==> src/rtl/mips32_hazard_scoreboard.sv <==
// mips32_hazard_scoreboard
// ID-stage register dependency scoreboard. Each architectural register owns
// a small countdown that is loaded when a writer issues and counts down to
// zero. A nonzero count marks the register as having a result in flight.
// Issue stalls on RAW (source busy) and WAW (destination busy) hazards.
//
// Build option: define MIPS32_HAZARD_FWD_EN to load the forwarding
// latencies (FWD_ALU_LAT / FWD_LD_LAT) instead of ALU_LAT / LD_LAT.
//
// Handshake: the ID stage holds issue_* stable while issue_valid is high.
// In any cycle with issue_valid=1 and flush=0, exactly one of stall or
// issue_accept is 1. issue_accept=1 means the instruction leaves ID at the
// next rising edge; stall=1 means IF/ID must hold. flush kills the
// instruction in ID, so neither output is asserted that cycle.
module mips32_hazard_scoreboard #(
  parameter int NREGS       = 32,
  parameter int AW          = 5,
  parameter int ALU_LAT     = 3,
  parameter int LD_LAT      = 4,
  parameter int FWD_ALU_LAT = 0,
  parameter int FWD_LD_LAT  = 1,
  parameter int CW          = 3
) (
  input  logic             clk,
  input  logic             rst,
  input  logic             issue_valid,
  input  logic [AW-1:0]    issue_rs,
  input  logic             issue_rs_used,
  input  logic [AW-1:0]    issue_rt,
  input  logic             issue_rt_used,
  input  logic [AW-1:0]    issue_rd,
  input  logic             issue_wr,
  input  logic             issue_is_load,
  input  logic             flush,
  output logic             stall,
  output logic             issue_accept,
  output logic [NREGS-1:0] busy_mask,
  output logic [15:0]      stall_count
);

`ifdef MIPS32_HAZARD_FWD_EN
  localparam bit FWD = 1'b1;
`else
  localparam bit FWD = 1'b0;
`endif

  // Values loaded into a destination counter when its writer issues.
  localparam logic [CW-1:0] ALU_LOAD = CW'(FWD ? FWD_ALU_LAT : ALU_LAT);
  localparam logic [CW-1:0] LD_LOAD  = CW'(FWD ? FWD_LD_LAT  : LD_LAT);

  logic [CW-1:0]    cnt      [NREGS];
  logic [CW-1:0]    cnt_next [NREGS];
  logic [NREGS-1:0] busy_next;

  logic rs_busy;
  logic rt_busy;
  logic rd_busy;
  logic hazard;
  logic live;
  logic load_en;
  logic [CW-1:0] load_val;

  // Look up the busy state of the three referenced registers. Register 0
  // and indices outside the register file are never busy.
  always_comb begin
    rs_busy = 1'b0;
    rt_busy = 1'b0;
    rd_busy = 1'b0;
    for (int i = 1; i < NREGS; i++) begin
      if (issue_rs == AW'(i)) rs_busy = (cnt[i] != '0);
      if (issue_rt == AW'(i)) rt_busy = (cnt[i] != '0);
      if (issue_rd == AW'(i)) rd_busy = (cnt[i] != '0);
    end
  end

  // Hazard decision and issue handshake. Reset forces both outputs low so
  // nothing is accepted while the counters are being cleared.
  always_comb begin
    hazard       = (issue_rs_used & rs_busy) |
                   (issue_rt_used & rt_busy) |
                   (issue_wr & (issue_rd != '0) & rd_busy);
    live         = issue_valid & ~flush & ~rst;
    stall        = live & hazard;
    issue_accept = live & ~hazard;
    load_en      = issue_accept & issue_wr & (issue_rd != '0);
    load_val     = issue_is_load ? LD_LOAD : ALU_LOAD;
  end

  // Next counter state: every busy counter decrements; a newly issued
  // writer reloads its destination, overriding the decrement.
  always_comb begin
    for (int i = 0; i < NREGS; i++) begin
      cnt_next[i] = (cnt[i] != '0) ? (cnt[i] - CW'(1)) : '0;
      if ((i != 0) && load_en && (issue_rd == AW'(i))) begin
        cnt_next[i] = load_val;
      end
      busy_next[i] = (cnt_next[i] != '0);
    end
  end

  // Counter array and registered busy mask.
  always_ff @(posedge clk or posedge rst) begin
    if (rst) begin
      for (int i = 0; i < NREGS; i++) begin
        cnt[i] <= '0;
      end
      busy_mask <= '0;
    end else begin
      for (int i = 0; i < NREGS; i++) begin
        cnt[i] <= cnt_next[i];
      end
      busy_mask <= busy_next;
    end
  end

  // Saturating count of stalled cycles.
  always_ff @(posedge clk or posedge rst) begin
    if (rst) begin
      stall_count <= '0;
    end else if (stall && (stall_count != 16'hFFFF)) begin
      stall_count <= stall_count + 16'd1;
    end
  end

endmodule

==> config.mk <==
export PLATFORM = sky130hd
export DESIGN_NAME = mips32_hazard_scoreboard
export DESIGN_NICKNAME = d
export VERILOG_FILES = /design/src/rtl/mips32_hazard_scoreboard.sv
export SDC_FILE = /design/constraint.sdc
export NUM_CORES = 1
export LEC_CHECK = 0
export ABC_CLOCK_PERIOD_IN_PS = 6000
export CAP_MARGIN = 0
export CORE_UTILIZATION = 40
export CTS_CLUSTER_SIZE = 8
export DETAILED_ROUTE_END_ITERATION = 16
export GPL_TIMING_DRIVEN = 0
export REMOVE_ABC_BUFFERS = 1
export SLEW_MARGIN = 20
export SYNTH_ARGS = -nofsm -noshare
export SYNTH_HDL_FRONTEND = slang
export SYNTH_SLANG_ARGS = --single-unit
==> constraint.sdc <==
create_clock -name clk -period 6 [get_ports clk]
set_input_delay 0.9 -clock clk [delete_from_list [all_inputs] [get_ports clk]]
set_output_delay 0.9 -clock clk [all_outputs]
set_load 0.005 [all_outputs]
==> flow_summary.yaml <==
status:
  status: "complete, no violations"
pwr:
  comb_power_share_pct: 18.1
  p_switching_mw: 0.742
  powerDensity_nw_per_um2: 256
  seqPwrFrac_pct: 40.6
  p_int_mw: 1.92
  pwr-share-clk_pct: 41.3
  sw_frac_of_total_pct: 27.8
  leakage_nw: 4.86
  ir_worst_vdd_mv: 0.173
setup_path:
  critical_path_class: "primary input to output pin"
  cp_slowest_cell: "clkdlybuf4s50_1"
  worstPathCellList: "clkdlybuf4s50_1, nor2b_1, inv_1, a2bb2oi_1, o41ai_1, nor3_1, a2bb2oi_1, o21ai_4, and2_1, clkdlybuf4s50_1"
  reg2reg_depth: 13
  worstSetupStartpointType: "primary input"
  cp.required_ps: 5100
  slowest_delay_ps: 1010
  cp_max_fo: 23
  arrival_ps: 4700
  endpoint_kind: "output pin"
yosys:
  ys_types: 64
  ys_seq_area_share_pct: 40.9
  async_flop_share_pct: 100
  synth-seq-cells: 144
  netlist_area_um2: 8800
  synth_edf_count: 0
  ys_warn_count: 0
  synthCells: 931
  synth.avg_cell_area_um2: 9.46
  synth_flop_cell: "dfrtp_1"
cts:
  ctsLongestPathBuffers: 2
  clkTransAtPathRegs_ps: 70
  ctsHtreeMaxLevel: 4
  cts.repair.resized: 0
  clkLatencyLatePin_ps: 430
  clockRootBuffer: "clkbuf_16"
  cts_inserted_buffers: 17
  cts_tree: "yes"
  cts_setup_buffers: 0
  ctsHoldBuffers: 0
  clock_sinks: 144
timing:
  hold_viol_final: 0
  max_freq_mhz: 179
  worst_pin_slew_ps: 921
  drv_slew: 0
  rsz0062_at_grt: "false"
  setup_viol: 0
  max_slew_margin_pct: 38.4
  finalCritPeriodShare_pct: 93.3
  worst_clock_skew_ps: 11.6
  fin_crit_ps: 5600
min_path:
  hp-class: "flip-flop to flip-flop"
  whs_path_depth: 1
routing:
  ant_nets: 0
  totalWireLength_um: 22400
  drt_iter0_markers: 627
  drc: 0
  dr.pass1.iters: 5
  vias_per_cell: 5.67
  wire_per_inst_um: 17.7
  vias: 7183
cells_and_area:
  num_antenna_cells: 0
  final_common_cell: "dfrtp_1"
  area_growth_pct: 18.1
  stdcell_count: 1267
  nNetsFinal: 1059
  fin_area_um2: 10400
  final_cell_mix: "144 x dfrtp_1, 78 x inv_1, 71 x clkdlybuf4s50_1"
  nFillCells: 2000
  layout-drive-gt1-share_pct: 8.06
global_routing:
  grt_pass1_vias: 6763
  grt_max_degree: 85
  grt-ovfl-total: 0
  grt_use_total_pct: 20.7
  grt_first_pass_wirelength_um: 36300
  antenna_found_initial: 0
floorplanning:
  start_util_pct: 41.4
  dieWidth_um: 150
  die_y_um: 150
  ioPinCount: 73
  rows: 53
  dieArea_um2: 22600
  fp.coreArea_um2: 21300
job:
  max_cap_violations: 0
placed_design:
  dp_hpwl_um: 15500
  gp_congestion: 0.895
  io_buffer_count: 72
  place_area_um2: 9780
  dp.cells: 1235
## state kept, by name, indices dropped and copies added, names as in the netlist
| signal | cells |
|---|---|
| stall_count | 16 |
| busy_mask | 32 |
| cnt | 96 |
## power by group through the flow
stage                     Combinational [mW]  Sequential, mW  Clock, mW
final                                  0.482            1.08       1.10
after global placement                 0.459            1.10          0
after CTS                              0.479            1.08       1.12
after floorplan                        0.249            1.09          0
after detailed placement               0.476            1.10          0
after global routing                   0.529            1.09       1.15
## worst paths after layout
check | slack, ps | endpoint | startpoint
max | 400 | stall | issue_rd[1]
min | 470 | cnt[93] | cnt[93]
max reg2reg | 1880 | cnt[20] | cnt[51]
min reg2reg | 470 | cnt[93] | cnt[93]
max in group asynchronous | 4310 | busy_mask[3] | rst
min in group asynchronous | 920 | stall_count[1] | rst
## cell families after synthesis
logic type	after synthesis	synth area share, %
adders and majority gates	57	8.10
buffers and inverters	127	5.59
xor gates and xnor gates	14	1.39
DFF	144	40.9
muxes	68	8.61
and+or+nand+nor	315	20.4
AOI/OAI and AO/OA	206	15.0
## final cells by class
type	count	area, um2	share of cell area [%]
Clock buffer	24	512	4.92
Multi-Input combinational cell	660	4720	45.4
Sequential cell	144	3600	34.7
Tap cell	275	344	3.31
Inverter	80	308	2.96
Timing Repair Buffer	76	806	7.75
Clock inverter	8	101	0.975
## layer usage
metal | routed length, um | global-route usage (%) | part of all wire [%] | vias to the layer above
met5 | 0 | 0 | 0 | -
met3 | 1480 | 4.55 | 6.6 | 14
met4 | 240 | 4.90 | 1.1 | 0
met1 | 10400 | 29.4 | 47 | 3517
li1 | - | - | - | 3424
met2 | 10200 | 31.9 | 46 | 228
## Yosys cell counts, types with 14 or more instances
cell type,number,area [um2]
o22ai_1,26,163
or4_1,22,165
dfrtp_1,144,3600
mux2_2,15,169
inv_1,79,297
a21oi_1,70,350
or3_1,15,93.8
nand3_1,28,140
mux2_1,17,191
nor2_1,58,218
o21ai_0,29,145
nand2b_1,29,181
and2_1,24,150
nor3_1,18,90.1
mux2i_1,33,330
ha_1,57,713
nand2_1,50,188
xnor2_1,14,123
clkbuf_1,35,131
## per-stage QoR
step                setup slack (ps)  power [mW]  setup TNS (ps)  utilization (%)  hold slack (ps)
CTS                              315        2.68               0             48.8              467
detailed placement               336        1.58               0             45.9              459
global placement               -1100        1.56         -156810             45.5              451
global route                     206        2.78               0             48.8              492
finish                           402        2.66               0             48.8              470
floorplan                       1230        1.34               0                -              431
## worst max-delay path, delay by kind of cell
family | cells | cell delay (ps)
AND/OR/NAND/NOR | 3 | 950
AO/OA/AOI/OAI | 4 | 1200
buffers and inverters | 3 | 1630
Power figures use the tool's default switching activity.
